<file path="config.mk">
export PLATFORM = sky130hd
export DESIGN_NAME = args_mst
export DESIGN_NICKNAME = d
export VERILOG_FILES = /design/src/rtl/args_pkg.sv /design/src/rtl/args_mst.sv
export SDC_FILE = /design/constraint.sdc
export NUM_CORES = 1
export LEC_CHECK = 0
export BUFFER_PORTS_ARGS = -buffer_cell sky130_fd_sc_hd__buf_2
export CORE_ASPECT_RATIO = 1.2
export CORE_MARGIN = 2
export CORE_UTILIZATION = 39
export CTS_CLUSTER_SIZE = 14
export DETAILED_ROUTE_END_ITERATION = 8
export GPL_ROUTABILITY_DRIVEN = 0
export PLACE_DENSITY = 0.86
export SETUP_SLACK_MARGIN = 0.4
export SYNTH_ARGS = -nofsm -noshare
export SYNTH_HDL_FRONTEND = slang
export SYNTH_SLANG_ARGS = --single-unit
</file>
<file path="constraint.sdc">
create_clock -name clk -period 1.6 [get_ports clk]
set_input_delay 0.24 -clock clk [delete_from_list [all_inputs] [get_ports clk]]
set_output_delay 0.24 -clock clk [all_outputs]
set_load 0.02 [all_outputs]
</file>
<file path="src/rtl/args_pkg.sv">
// Shared definitions for the args_mst command-to-register-bus bridge:
// FSM state encoding and command opcode constants.
package args_pkg;

    typedef enum logic [2:0] {
        IDLE = 3'd0,
        WR   = 3'd1,
        RD   = 3'd2,
        WAIT = 3'd3,
        RSP  = 3'd4
    } state_t;

    localparam logic OP_RD = 1'b0;
    localparam logic OP_WR = 1'b1;

endpackage

</file>
<file path="src/rtl/args_mst.sv">
// Single-outstanding command master driving a simple register bus (wen/ren).
// Optional write read-back check is enabled by defining ARGS_MST_RDBK_EN.
//
// Handshakes: a channel transfer happens on a rising edge where valid and ready
// are both 1; the command is only taken in IDLE, and rsp_valid with
// rsp_data/rsp_err stays stable until rsp_ready is seen.
module args_mst
    import args_pkg::*;
#(
    parameter int AW = 32,
    parameter int DW = 32,
    parameter int RL = 0
) (
    input  logic          clk,
    input  logic          rst,
    input  logic          cmd_valid,
    output logic          cmd_ready,
    input  logic          cmd_wr,
    input  logic [AW-1:0] cmd_addr,
    input  logic [DW-1:0] cmd_data,
    output logic          rsp_valid,
    input  logic          rsp_ready,
    output logic [DW-1:0] rsp_data,
    output logic          rsp_err,
    output logic          wen,
    output logic [AW-1:0] waddr,
    output logic [DW-1:0] wdata,
    output logic          ren,
    output logic [AW-1:0] raddr,
    input  logic [DW-1:0] rdata,
    output state_t        o_dbg_state
);

    localparam int CW = (RL > 0) ? $clog2(RL + 1) : 1;

    state_t        r_state;
    state_t        w_next;
    logic          w_capture;
    logic          w_last_wait;
    logic [CW-1:0] r_cnt;
    logic [AW-1:0] r_addr;
    logic [DW-1:0] r_data;
    logic [DW-1:0] r_rsp_data;
`ifdef ARGS_MST_RDBK_EN
    logic          r_wr;
    logic          r_rsp_err;
`endif

    assign w_last_wait = (r_cnt == CW'(RL - 1));

    always_comb begin
        w_next    = r_state;
        cmd_ready = 1'b0;
        wen       = 1'b0;
        ren       = 1'b0;
        rsp_valid = 1'b0;
        w_capture = 1'b0;
        case (r_state)
            IDLE: begin
                cmd_ready = 1'b1;
                if (cmd_valid) w_next = (cmd_wr == OP_WR) ? WR : RD;
            end
            WR: begin
                wen = 1'b1;
`ifdef ARGS_MST_RDBK_EN
                w_next = RD;
`else
                w_next = RSP;
`endif
            end
            RD: begin
                ren = 1'b1;
                if (RL == 0) begin
                    w_capture = 1'b1;
                    w_next    = RSP;
                end else begin
                    w_next = WAIT;
                end
            end
            WAIT: begin
                if (w_last_wait) begin
                    w_capture = 1'b1;
                    w_next    = RSP;
                end
            end
            RSP: begin
                rsp_valid = 1'b1;
                if (rsp_ready) w_next = IDLE;
            end
            default: w_next = IDLE;
        endcase
    end

    always_ff @(posedge clk) begin
        if (rst) r_state <= IDLE;
        else     r_state <= w_next;
    end

    // Address/data are only latched in IDLE, so raddr/waddr stay stable for the whole transaction.
    always_ff @(posedge clk) begin
        if (rst) begin
            r_cnt      <= '0;
            r_addr     <= '0;
            r_data     <= '0;
            r_rsp_data <= '0;
`ifdef ARGS_MST_RDBK_EN
            r_wr       <= 1'b0;
            r_rsp_err  <= 1'b0;
`endif
        end else begin
            if (r_state == IDLE && cmd_valid) begin
                r_addr <= cmd_addr;
                r_data <= cmd_data;
`ifdef ARGS_MST_RDBK_EN
                r_wr   <= cmd_wr;
`endif
            end
            if (r_state == RD)        r_cnt <= '0;
            else if (r_state == WAIT) r_cnt <= r_cnt + 1'b1;
            if (r_state == WR) r_rsp_data <= r_data;
            if (w_capture) begin
                r_rsp_data <= rdata;
`ifdef ARGS_MST_RDBK_EN
                r_rsp_err  <= (r_wr == OP_WR) && (rdata != r_data);
`endif
            end
        end
    end

    assign waddr       = r_addr;
    assign raddr       = r_addr;
    assign wdata       = r_data;
    assign rsp_data    = r_rsp_data;
    assign o_dbg_state = r_state;
`ifdef ARGS_MST_RDBK_EN
    assign rsp_err = r_rsp_err;
`else
    assign rsp_err = 1'b0;
`endif

endmodule

</file>
==> metrics list <==
- The run finished, with violations left.
* Violations in the final reports: negative setup slack
- TritonCTS built the clock tree.
- Averaged over all synthesized cells, the footprint is approximately 8.7 um2.
- Arrival time of the worst setup path: 1.80 ns
- Share of the synthesized netlist area taken by xor and xnor gates: 0%
- Library cell with the largest summed area after synthesis: sky130_fd_sc_hd__dfxtp_1
- Final setup violating endpoints: 1
- In the final layout, the multi-input gates occupy between 1500 and 2000 um2.
* Number of unique standard cell types used by synthesis: 21
- Buffers placed on the I/O ports in this run total approximately 240.
* Post-layout net count: 770
- The final number of hold-violating endpoints is 0.
* Combinational family with the most area after synthesis: simple AND/OR/NAND/NOR gates
- The first routing iteration left about 180 violations.
- Primary flip-flop cell chosen by synthesis mapping: sky130_fd_sc_hd__dfxtp_1
- Summing the areas of all compound-gate instances in the mapped netlist gives between 15 and 20% of the synthesized area.
- Buffer cell driving the clock tree root: sky130_fd_sc_hd__clkbuf_16
- The slowest stage of the critical path is the sky130_fd_sc_hd__or4b_4 cell.
- Measured against its own limit, the worst slew margin works out to roughly half.
- In the synthesized netlist, mux cells make up 0% of the area.
* Overall Power: ~0.0063 W
* Area fraction of the dominant cell type after synthesis: 51.7%
* Worst-path clk slew: around 0.070 ns
- Tot GR Track Use: between 20% and 30%
- In the global route stage, met2 resource usage came out at between 40% and 50%.
* Synthesis-stage register bit count: 100
- The worst hold path begins at rdata[20].
- Of the synthesized area, sequential elements account for a little over 50%.
- Remaining design rule violation count: 0
- Maximum clock path buffer count: 2
- Fraction of the mapped netlist area in simple logic gates: between 20% and 30%
* Smallest hold slack: approximately 0.13 ns
* Hold path endpoint: rsp_data[20]
* Full die area: around 11,000 um2
- Layout cells sized above 1: between 50% and 60%
* Most Used Layer, Global Route: met2
* Standby leakage power: roughly 3 nW
* Delay contributed by the slowest stage of the critical path: between 0.5 and 0.6 ns
* Die outline width: between 90 and 100 um
- The mapped netlist covers slightly below 4000 um2.
- In this run the critical register-to-register path is launched from o_dbg_state[2].
* Largest fanout of any net on the critical path: 5
- Worst Hold Depth: 2
- After layout, the minimum clock period comes to roughly 1.6 ns.
* Arithmetic-cell share of the synthesized area counting full adders, half adders and majority gates: 0%
- Yosys instantiated no cell more often than sky130_fd_sc_hd__nand2_1.
- between 200 and 250 I/O pins were placed.
- In the global route stage, met3 resource usage came out at between 4 and 5%.
- Initial cell density of the core: about two fifths
- FF-to-FF End: wdata[5]
- Main area contributors after synthesis: sky130_fd_sc_hd__dfxtp_1 (52%), sky130_fd_sc_hd__nand2_1 (13%), sky130_fd_sc_hd__a21oi_1 (8.8%), sky130_fd_sc_hd__a221o_1 (8.3%), sky130_fd_sc_hd__buf_4 (6.4%)
- Number of sinks on the clock net: 100
* Count of placed standard cells in the final layout, fillers left out: approximately 800
* Antenna violations before repair: 1
* Die height: 113 um
* Number of placement rows: 39
* Crit path kind: register to register
* Fraction of synthesis flops using an asynchronous set or reset pin: 0%
* Post-Route Utilization: 63.2%
* EDFF count, synth: 0
* Area of the core: 9610 um2
- Worst-margin pin slew: between 0.7 and 0.8 ns
- Before antenna repair, the detailed router went through 4 iterations.
- The number of buffers and inverters on the critical path is 2.
* R2R Setup Slk: -0.001 ns
* Maximum VDD drop: slightly above 0.5 mV
* Register-to-Register Path Depth: 5
- In this run, placement finished with an instance count of between 700 and 800.
- For this run, the top clock speed supported by timing is 0.625 GHz.
- Half-perimeter wire length after detailed placement: just over 8000 um
- Top delay family on crit path: simple AND/OR/NAND/NOR gates
- Layout overhead on the synthesized area: 56.9%
- In the final routed layout, each cell accounts on average for around 18 um.
- Entering global routing, the biggest net connects 43 pins.
* Slack of the critical path: -0.00126 ns
- In this run the number of H-tree levels came out at 3.
- In the finished design, the share of the clock period the worst path needs comes to 100%.
- The number of hold buffers added after CTS was 0.
* Yosys warning count: 0
* Cell area power density: between 1000 and 1500 nW/um2
- # diodes: 0
- For the worst-skew pair, the clock arrives at the later sink with an insertion delay of roughly 0.34 ns.
- The detail route stage leaves a number of antenna-violating nets equal to 0.
* GRT Residual Overflow: 0
* Average vias per placed instance: 5.16
- The detailed router placed 4,115 vias in this run.
- For the worst setup path, the data required time is about 1.8 ns.
- Global routing used approximately a quarter of the available met1 tracks.
* Cell count after synthesis: 446
- Cts bufs inserted: 9
- The number of global-route vias before repair was approximately 4,200.
- Most numerous cell types in the synthesized netlist: sky130_fd_sc_hd__nand2_1 (130), sky130_fd_sc_hd__dfxtp_1 (100), sky130_fd_sc_hd__a21oi_1 (68)
- The tool flagged a number of max-cap violations equal to 0.
- Worst Skew: a little under 0.008 ns
* First-pass GRT wire length: between 20,000 and 25,000 um
* Detailed Route WL: between 10,000 and 15,000 um
- Setup repair after global routing could not meet its margin everywhere.
- Startpoint types: register
- Filler instances: 774
- The worst setup path is captured at a register.
* Mapped Nets: around 550
* Cells along the critical path: buf_6, or4b_4, bufbuf_16, nand2_1, a21oi_1
- Class of the most critical hold timing path: primary input to register
* Area of all sequential standard cells: 2010 um2
* Final max-slew violation count: 0
-- power breakdown --
part	switching, W	internal [W]	leakage [nW]
logic	0.000848	0.000664	2.08
clock network	0.000909	0.00114	0.145
registers	0.000125	0.00265	0.820
-- sequential cells by signal, indices dropped and copies added (netlist names) --
name         count
o_dbg_state      3
r_cnt            1
raddr           32
rsp_data        32
wdata           32
-- metrics by stage --
step	worst slack, ns	area [um2]	TNS [ns]
finish	-0.00126	6080	-0.00126
CTS	0.0136	5910	0
floorplan	0.122	3970	0
global placement	-0.212	5030	-11.37
global route	-0.0524	6080	-0.796
detailed placement	-0.340	5030	-15.87
-- layout make-up --
type	instances	area share, %
clock inverters	5	0.597
well taps	123	2.53
multi-input cells	281	29.0
repair buffers	276	30.6
inverters	1	0.0618
flip-flops and latches	100	33.1
clock buffers	11	4.16
-- cell families (layout without fill, tap and decap cells) --
family                 count (synthesis)  in the layout
AND/OR/NAND/NOR                      178            179
flip-flops                           100            100
buffers and inverters                 66            293
other                                  1              1
AO/OA/AOI/OAI                        101            101
-- cells in the final DEF, fill, tap and decap left out, types with 3 or more instances in the layout --
cell                        Yosys  final
sky130_fd_sc_hd__buf_2         17    227
sky130_fd_sc_hd__nand2_1      130    103
sky130_fd_sc_hd__dfxtp_1      100     97
sky130_fd_sc_hd__a21oi_1       68     56
sky130_fd_sc_hd__and2_1        33     32
sky130_fd_sc_hd__a221o_1       32     32
sky130_fd_sc_hd__buf_6          0     19
sky130_fd_sc_hd__nand2_2        0     15
sky130_fd_sc_hd__buf_4         33     13
sky130_fd_sc_hd__nand2_4        0     12
sky130_fd_sc_hd__a21oi_2        0     12
sky130_fd_sc_hd__clkbuf_16      0     10
sky130_fd_sc_hd__buf_12         0      8
sky130_fd_sc_hd__buf_16         0      7
sky130_fd_sc_hd__nand2b_4       0      3
sky130_fd_sc_hd__nor3_4         0      3
sky130_fd_sc_hd__clkinv_4       0      3
sky130_fd_sc_hd__dfxtp_4        0      3
-- worst max-delay path by stage --
stage	start	to	slack, ns	depth (start not counted)
2_1_floorplan	o_dbg_state[2]	raddr[15]	0.12	6
3_3_place_gp	o_dbg_state[2]	rsp_data[28]	-0.21	3
3_5_place_dp	o_dbg_state[2]	rsp_data[9]	-0.34	3
4_1_cts	o_dbg_state[2]	wdata[15]	0.01	5
5_1_grt	o_dbg_state[2]	wdata[5]	-0.05	5
6_report	o_dbg_state[2]	wdata[5]	-0.001	5
-- routing by layer --
metal	vias up	wire length [um]
met5	-	13
met4	2	527
met3	41	954
met2	185	7550
met1	1968	5080
li1	1919	-
-- what timing repair did --
item / CTS / global route
gates cloned: 9 / 2
endpoints found under the setup margin: 106 / 108
buffers inserted: 13 / 2
pin swaps: 16 / 8
gates resized for setup: 67 / 35
Power figures use the tool's default switching activity.
